## src/rtl/siren_pkg.sv

```systemverilog
// rtl/siren_pkg.sv - shared phase encoding, default parameters and sizing helper for the siren sequencer
package siren_pkg;

  typedef enum logic [2:0] {
    PH_IDLE    = 3'd0,
    PH_RISE    = 3'd1,
    PH_HOLD_HI = 3'd2,
    PH_FALL    = 3'd3,
    PH_HOLD_LO = 3'd4
  } phase_t;

  localparam int DEF_DIV_W      = 8;
  localparam int DEF_P_MIN      = 4;
  localparam int DEF_P_MAX      = 8;
  localparam int DEF_STEP_TICKS = 16;
  localparam int DEF_YELP_TICKS = 4;
  localparam int DEF_HOLD_TICKS = 64;

  // Width needed for a timer that counts 0..max(a,b,c)-1.
  function automatic int timer_width(input int a, input int b, input int c);
    int m;
    m = a;
    if (b > m) m = b;
    if (c > m) m = c;
    return (m < 2) ? 1 : $clog2(m);
  endfunction

endpackage

```

## src/rtl/siren_sweep_sequencer_if.sv

```systemverilog
// rtl/siren_sweep_sequencer_if.sv - control and observation bundle of the siren sweep sequencer
interface siren_sweep_sequencer_if
  import siren_pkg::*;
#(
  parameter int DIV_W = DEF_DIV_W
);
  logic             en;
  logic             mode;
  logic             tone;
  logic [DIV_W-1:0] period;
  phase_t           phase;
  logic [1:0]       seg_sel;
  logic             busy;

  modport master (
    output en, mode,
    input  tone, period, phase, seg_sel, busy
  );

  modport slave (
    input  en, mode,
    output tone, period, phase, seg_sel, busy
  );
endinterface

```

## src/rtl/siren_tone_div.sv

```systemverilog
// rtl/siren_tone_div.sv - half-period divider producing the square-wave tone
// The half-period in use is captured only at a wrap, so period updates never shorten a half-cycle.
module siren_tone_div #(
  parameter int               DIV_W = 8,
  parameter logic [DIV_W-1:0] RST_P = DIV_W'(8)
) (
  input  logic             clk,
  input  logic             rst,
  input  logic             run,
  input  logic             clr,
  input  logic [DIV_W-1:0] period,
  output logic             tone,
  output logic             wrap
);

  logic [DIV_W-1:0] hc;
  logic [DIV_W-1:0] div_p;

  assign wrap = run && (hc == (div_p - DIV_W'(1)));

  always_ff @(posedge clk or posedge rst) begin
    if (rst) begin
      hc    <= '0;
      tone  <= 1'b0;
      div_p <= RST_P;
    end else if (!run || clr) begin
      hc    <= '0;
      tone  <= 1'b0;
      div_p <= period;
    end else if (wrap) begin
      hc    <= '0;
      tone  <= ~tone;
      div_p <= period;
    end else begin
      hc    <= hc + DIV_W'(1);
    end
  end

endmodule

```

## src/rtl/siren_sweep_sequencer.sv

```systemverilog
// rtl/siren_sweep_sequencer.sv - siren sweep FSM, step timer, period register and display rotation
// Sweeps the tone half-period between P_MAX and P_MIN in wail or yelp mode.
module siren_sweep_sequencer
  import siren_pkg::*;
#(
  parameter int DIV_W      = DEF_DIV_W,
  parameter int P_MIN      = DEF_P_MIN,
  parameter int P_MAX      = DEF_P_MAX,
  parameter int STEP_TICKS = DEF_STEP_TICKS,
  parameter int YELP_TICKS = DEF_YELP_TICKS,
  parameter int HOLD_TICKS = DEF_HOLD_TICKS
) (
  input  logic                    clk,
  input  logic                    rst,
  siren_sweep_sequencer_if.slave  bus
);

  localparam int ST_W = timer_width(STEP_TICKS, YELP_TICKS, HOLD_TICKS);

  localparam logic [2:0] S_IDLE    = PH_IDLE;
  localparam logic [2:0] S_RISE    = PH_RISE;
  localparam logic [2:0] S_HOLD_HI = PH_HOLD_HI;
  localparam logic [2:0] S_FALL    = PH_FALL;
  localparam logic [2:0] S_HOLD_LO = PH_HOLD_LO;

  localparam logic [ST_W-1:0]  ST_STEP_LAST = ST_W'(STEP_TICKS - 1);
  localparam logic [ST_W-1:0]  ST_YELP_LAST = ST_W'(YELP_TICKS - 1);
  localparam logic [ST_W-1:0]  ST_HOLD_LAST = ST_W'(HOLD_TICKS - 1);
  localparam logic [DIV_W-1:0] PMIN_V       = DIV_W'(P_MIN);
  localparam logic [DIV_W-1:0] PMAX_V       = DIV_W'(P_MAX);

  logic [2:0]       state;
  logic [DIV_W-1:0] period_q;
  logic [ST_W-1:0]  st;
  logic             mode_l;
  logic             draining;
  logic [1:0]       seg_q;

  logic             tone;
  logic             wrap;
  logic             busy;
  logic             stop_req;
  logic             go_idle;
  logic             step_due;
  logic             hold_due;
  logic [DIV_W-1:0] period_dn;
  logic [DIV_W-1:0] period_up;

  assign busy      = (state != S_IDLE);
  // Once a stop is seen the drain is committed; a re-asserted en cannot cancel it.
  assign stop_req  = !bus.en || draining;
  assign go_idle   = busy && stop_req && (!tone || wrap);
  assign step_due  = (st == (mode_l ? ST_YELP_LAST : ST_STEP_LAST));
  assign hold_due  = (st == ST_HOLD_LAST);
  assign period_dn = period_q - DIV_W'(1);
  assign period_up = period_q + DIV_W'(1);

  siren_tone_div #(
    .DIV_W (DIV_W),
    .RST_P (PMAX_V)
  ) u_tone_div (
    .clk    (clk),
    .rst    (rst),
    .run    (busy),
    .clr    (go_idle),
    .period (period_q),
    .tone   (tone),
    .wrap   (wrap)
  );

  always_ff @(posedge clk or posedge rst) begin
    if (rst) begin
      state    <= S_IDLE;
      period_q <= PMAX_V;
      st       <= '0;
      mode_l   <= 1'b0;
      draining <= 1'b0;
      seg_q    <= 2'd0;
    end else if (!busy) begin
      draining <= 1'b0;
      st       <= '0;
      period_q <= PMAX_V;
      if (bus.en) begin
        state  <= S_RISE;
        mode_l <= bus.mode;
      end
    end else if (go_idle) begin
      state    <= S_IDLE;
      period_q <= PMAX_V;
      st       <= '0;
      draining <= 1'b0;
    end else begin
      if (stop_req) draining <= 1'b1;
      st <= st + ST_W'(1);
      case (state)
        S_RISE: begin
          if (step_due) begin
            st <= '0;
            if (period_dn <= PMIN_V) begin
              period_q <= PMIN_V;
              state    <= mode_l ? S_FALL : S_HOLD_HI;
            end else begin
              period_q <= period_dn;
            end
          end
        end
        S_FALL: begin
          if (step_due) begin
            st <= '0;
            if (period_up >= PMAX_V) begin
              period_q <= PMAX_V;
              if (mode_l) begin
                state  <= S_RISE;
                mode_l <= bus.mode;
                seg_q  <= seg_q + 2'd1;
              end else begin
                state  <= S_HOLD_LO;
              end
            end else begin
              period_q <= period_up;
            end
          end
        end
        S_HOLD_HI: begin
          if (hold_due) begin
            st    <= '0;
            state <= S_FALL;
          end
        end
        S_HOLD_LO: begin
          if (hold_due) begin
            st     <= '0;
            state  <= S_RISE;
            mode_l <= bus.mode;
            seg_q  <= seg_q + 2'd1;
          end
        end
        default: state <= S_IDLE;
      endcase
    end
  end

  assign bus.tone    = tone;
  assign bus.period  = period_q;
  assign bus.phase   = phase_t'(state);
  assign bus.seg_sel = seg_q;
  assign bus.busy    = busy;

endmodule

```

## src/flat_wrapper.sv

```systemverilog
// flat-port wrapper written by rule: the top's interface ports become plain ports
module siren_sweep_sequencer_flat import siren_pkg::*;
#(
  parameter int DIV_W      = DEF_DIV_W,
  parameter int P_MIN      = DEF_P_MIN,
  parameter int P_MAX      = DEF_P_MAX,
  parameter int STEP_TICKS = DEF_STEP_TICKS,
  parameter int YELP_TICKS = DEF_YELP_TICKS,
  parameter int HOLD_TICKS = DEF_HOLD_TICKS
)
  (clk, rst, bus_en, bus_mode, bus_tone, bus_period, bus_phase, bus_seg_sel, bus_busy);
  siren_sweep_sequencer_if #(.DIV_W(DIV_W)) bus_i ();
  input  logic clk;
  input  logic rst;
  input wire logic [$bits(bus_i.en)-1:0] bus_en;
  input wire logic [$bits(bus_i.mode)-1:0] bus_mode;
  output wire logic [$bits(bus_i.tone)-1:0] bus_tone;
  output wire logic [$bits(bus_i.period)-1:0] bus_period;
  output wire logic [$bits(bus_i.phase)-1:0] bus_phase;
  output wire logic [$bits(bus_i.seg_sel)-1:0] bus_seg_sel;
  output wire logic [$bits(bus_i.busy)-1:0] bus_busy;
  assign bus_i.en = bus_en;
  assign bus_i.mode = bus_mode;
  assign bus_tone = bus_i.tone;
  assign bus_period = bus_i.period;
  assign bus_phase = bus_i.phase;
  assign bus_seg_sel = bus_i.seg_sel;
  assign bus_busy = bus_i.busy;
  siren_sweep_sequencer #(.DIV_W(DIV_W), .P_MIN(P_MIN), .P_MAX(P_MAX), .STEP_TICKS(STEP_TICKS), .YELP_TICKS(YELP_TICKS), .HOLD_TICKS(HOLD_TICKS)) u_core (.clk(clk), .rst(rst), .bus(bus_i));
endmodule
```

## config.mk

```make
export PLATFORM = sky130hd
export DESIGN_NAME = siren_sweep_sequencer_flat
export DESIGN_NICKNAME = d
export VERILOG_FILES = /design/src/rtl/siren_pkg.sv /design/src/rtl/siren_sweep_sequencer_if.sv /design/src/rtl/siren_tone_div.sv /design/src/rtl/siren_sweep_sequencer.sv /design/src/flat_wrapper.sv
export SDC_FILE = /design/constraint.sdc
export NUM_CORES = 1
export LEC_CHECK = 0
export BUFFER_PORTS_ARGS = -buffer_cell sky130_fd_sc_hd__buf_4
export CAP_MARGIN = 20
export CORE_MARGIN = 2
export CORE_UTILIZATION = 35
export DETAILED_ROUTE_END_ITERATION = 16
export GPL_TIMING_DRIVEN = 0
export SYNTH_ARGS = -nofsm -noshare
export SYNTH_HDL_FRONTEND = slang
export SYNTH_SLANG_ARGS = --single-unit
```

## constraint.sdc

```tcl
create_clock -name clk -period 3.54 [get_ports clk]
set_input_delay 0.531 -clock clk [delete_from_list [all_inputs] [get_ports clk]]
set_output_delay 0.531 -clock clk [all_outputs]
set_load 0.05 [all_outputs]
```

==> impl_metrics.env <==
export IMPL_status="completed"
export IMPL_synthesis_area_um2=2425
export IMPL_path_buf_inv=2
export IMPL_setup_violations=0
export IMPL_critPathLaunch="u_core.u_tone_div.div_p[0]"
export IMPL_p_int_w=0.0009025
export IMPL_syn2layout_area_growth_pct=14.34
export IMPL_yosys_most_used_dff="dfrtp_1"
export IMPL_p_per_area_nw_per_um2=526.7
export IMPL_ios=19
export IMPL_wire_per_inst_um=14.31
export IMPL_h_tree_depth=2
export IMPL_syn_avg_cell_area_um2=8.660
export IMPL_syn_inst=280
export IMPL_die_area_um2=7610
export IMPL_max_freq_mhz=356.7
export IMPL_wirelength_um=5511
export IMPL_top_layer="met3"
export IMPL_finalHoldViolCount=0
export IMPL_ant_nets=0
export IMPL_grt_max_degree=39
export IMPL_cts_buffers_inserted=5
export IMPL_met3_length_um=181
export IMPL_min_period_ps=2803
export IMPL_ir_worst_vdd_uv=355.8
export IMPL_post_place_ws_ps=726.1
export IMPL_ys_ff_latch=38
export IMPL_grt_use_total_pct=15.64
export IMPL_cts_root_buf="clkbuf_8"
export IMPL_r2r_start="u_core.u_tone_div.div_p[0]"
export IMPL_swShare_pct=38.20
export IMPL_cp_max_fo=10
export IMPL_critical_path_max_stage_delay_ps=490
export IMPL_antenna_found_initial=0
export IMPL_synth_top_cell_area_share_pct=37.15
export IMPL_clock_sinks=38
export IMPL_drc=0
export IMPL_async_reset_ff_share_pct=100.0
export IMPL_multi_input_area_um2=1375
export IMPL_cp_depth=10
export IMPL_postCtsSetupBuffers=0
export IMPL_coreArea_um2=6756
export IMPL_crit_family="simple AND/OR/NAND/NOR gates"
export IMPL_rows=30
export IMPL_grt_pass1_vias=1944
export IMPL_maxSlewHeadroom_pct=47.00
export IMPL_dp_hpwl_um=4064
export IMPL_wl_met1_um=2689
export IMPL_drv_slew=0
export IMPL_routed_wl_met2_um=2639
export IMPL_r2r_cells=10
export IMPL_r2r_end="u_core.bus.period[2]"
export IMPL_grt_pass1_wl_um=9418
export IMPL_maxCapViolations=0
export IMPL_setup_tns_ps=0
export IMPL_cp_arrival_ps=2950
export IMPL_start_kind="register"
export IMPL_cts_tree="done"
export IMPL_gp_congestion=0.8342
export IMPL_yosysSeqAreaShare_pct=39.32
export IMPL_cp_cell_sequence="inv_1 > ha_1 > or3b_2 > nor3_1 > xnor2_1 > a2111o_2 > a21oi_4 > or2_4 > buf_6 > a211oi_1"
export IMPL_layout_drive_gt1_share_pct=14.10
export IMPL_endpoint="u_core.bus.period[2]"
export IMPL_ctsResizeCount=0
export IMPL_cp_required_ps=3690
export IMPL_via_count=2059
export IMPL_die_x_um=87.24
export IMPL_crit_slowest_cell="a2111o_2"
export IMPL_rsz0062_at_grt="no"
export IMPL_clock_latency_ps=290
export IMPL_fin_crit_sh_pct=79.19
export IMPL_worst_slew_pin_slew_ps=793.8
export IMPL_ys_types=53
export IMPL_firstDrtPassIters=5
export IMPL_drt_iter0_markers=67
export IMPL_die_y_um=87.24
export IMPL_synth_edf_count=0
export IMPL_initial_core_util_pct=35.89
export IMPL_worst_slack_ps=736.6
export IMPL_skew_ps=6.103
export IMPL_cts_hold_buffers=0
export IMPL_worstSetupPathType="reg2reg"
export IMPL_p_seq_share_pct=37.2
export IMPL_overflow=0
export IMPL_synthesis_nets=290
export IMPL_synth_top_area_cell="dfrtp_1"
export IMPL_hold_path_class="in2async"
export IMPL_clkTransAtPathRegs_ps=80
export IMPL_r2r_slack_ps=740
export IMPL_fill_cells=695
export IMPL_ys_warn_count=0
export IMPL_vias_per_cell=5.348
export IMPL_antenna_cells=0
export IMPL_num_nets_final=315
export IMPL_combPwrFrac_pct=36.4
export IMPL_ys_top_cells_by_area="dfrtp_1, xor2_1, nor2_1, nand2_1, xnor2_1"
export IMPL_ff_latch_area_um2=953.4
export IMPL_clock_path_buffers=2
export IMPL_clkPwrFrac_pct=26.3
export IMPL_p_sw_w=0.0005579
export IMPL_endpoint_kind="register"
export IMPL_io_buffers=18
export IMPL_power_leakage_nw=1.210
==> worst min path at each step <==
| stage | startpoint | to | depth (start not counted) |
|---|---|---|---|
| floorplan | u_core.st[0] | u_core.st[0] | 1 |
| global placement | u_core.bus.seg_sel[1] | u_core.bus.seg_sel[1] | 1 |
| global route | rst | u_core.bus.seg_sel[0] | 2 |
| finish | rst | u_core.bus.seg_sel[0] | 2 |
| CTS | rst | u_core.bus.seg_sel[0] | 2 |
| detailed placement | u_core.bus.seg_sel[1] | u_core.bus.seg_sel[1] | 1 |
==> placed cells by master, fill, tap and decap left out, drive strengths merged, types with 3 or more instances in the layout <==
cell type  netlist  routed
or3              3       3
a211oi           4       4
o22ai            4       4
xnor2           10      10
ha               6       6
a22oi            3       3
a21oi           11      11
nor3b            3       3
or2              4       4
nor3            13      13
and3             8       8
nand3b           4       4
buf              4      22
xor2            15      15
nand2b           7       7
clkbuf           9      15
nor2            33      33
inv             10      10
nand2           26      26
nand3           15      15
o21ai           17      17
dfrtp           36      36
==> cells in the mapped netlist (all sizes together), types with 3 or more instances <==
master and number:
inv 10, or3 3, nor3 13, or2 4, dfrtp 36, o22ai 4
a22oi 3, clkbuf 9, nand2b 7, a211oi 4, nor3b 3, a21oi 11
o21ai 17, ha 6, xnor2 10, buf 4, nand3b 4, xor2 15
nor2 33, nand3 15, and3 8, nand2 26
==> worst register-to-register path: cells and delay by family (launching register included) <==
kind / cells / cell delay [ps]
flops: 1 / 440
fa+ha+maj: 1 / 210
simple gates: 3 / 870
compound gates: 3 / 820
xor+xnor: 1 / 100
buf+inv: 2 / 230
==> logic make-up after synthesis <==
group	synth area share, %
AO/OA/AOI/OAI	17.24
AND/OR/NAND/NOR	26.94
XOR/XNOR	9.030
buffers and inverters	3.973
adder cells (fa/ha/maj)	3.096
flip-flops	39.32
multiplexers	0.4128
==> routing by layer <==
| metal | vias up | track usage [%] |
|---|---|---|
| met5 | - | 0 |
| met4 | 0 | 4.196 |
| met3 | 0 | 3.128 |
| met2 | 30 | 24.71 |
| met1 | 989 | 21.90 |
| li1 | 1040 | - |
==> sequential cells by signal, indices dropped and copies added (netlist names) <==
register,count
u_core.bus.seg_sel,2
u_core.bus.phase,3
u_core.u_tone_div.tone,1
u_core.draining,1
u_core.st,6
u_core.mode_l,1
u_core.bus.period,8
u_core.u_tone_div.div_p,8
u_core.u_tone_div.hc,8
==> power groups by stage <==
stage | Clock [W] | Combinational, W | Sequential [W]
finish | 0.000385 | 0.000532 | 0.000544
global route | 0.000412 | 0.000598 | 0.000553
CTS | 0.000394 | 0.000540 | 0.000544
detailed placement | 0 | 0.000538 | 0.000552
global placement | 0 | 0.000527 | 0.000554
floorplan | 0 | 0.000354 | 0.000592
==> per-stage QoR <==
stage               util, %  hold slack [ps]  area [µm²]  cells   power, W
floorplan                 -            453.3        2425    280  0.0009459
global placement      39.37            466.2        2660    378   0.001081
detailed placement    39.37            469.2        2660    378   0.001090
CTS                   41.04            426.6        2773    385   0.001479
global route          41.04            456.4        2773    385   0.001563
finish                41.04            390.7        2773    385   0.001460
==> final cells by class <==
| cell class | instances | share of cell area, % |
|---|---|---|
| Multi-Input combinational cell | 219 | 49.59 |
| Inverter | 10 | 1.354 |
| Timing Repair Buffer | 18 | 4.874 |
| Clock buffer | 6 | 2.978 |
| Clock inverter | 1 | 1.083 |
| Buffer | 13 | 2.121 |
| Tap cell | 80 | 3.610 |
| Sequential cell | 38 | 34.39 |
Note: power is estimated with default switching activity, not from simulation.
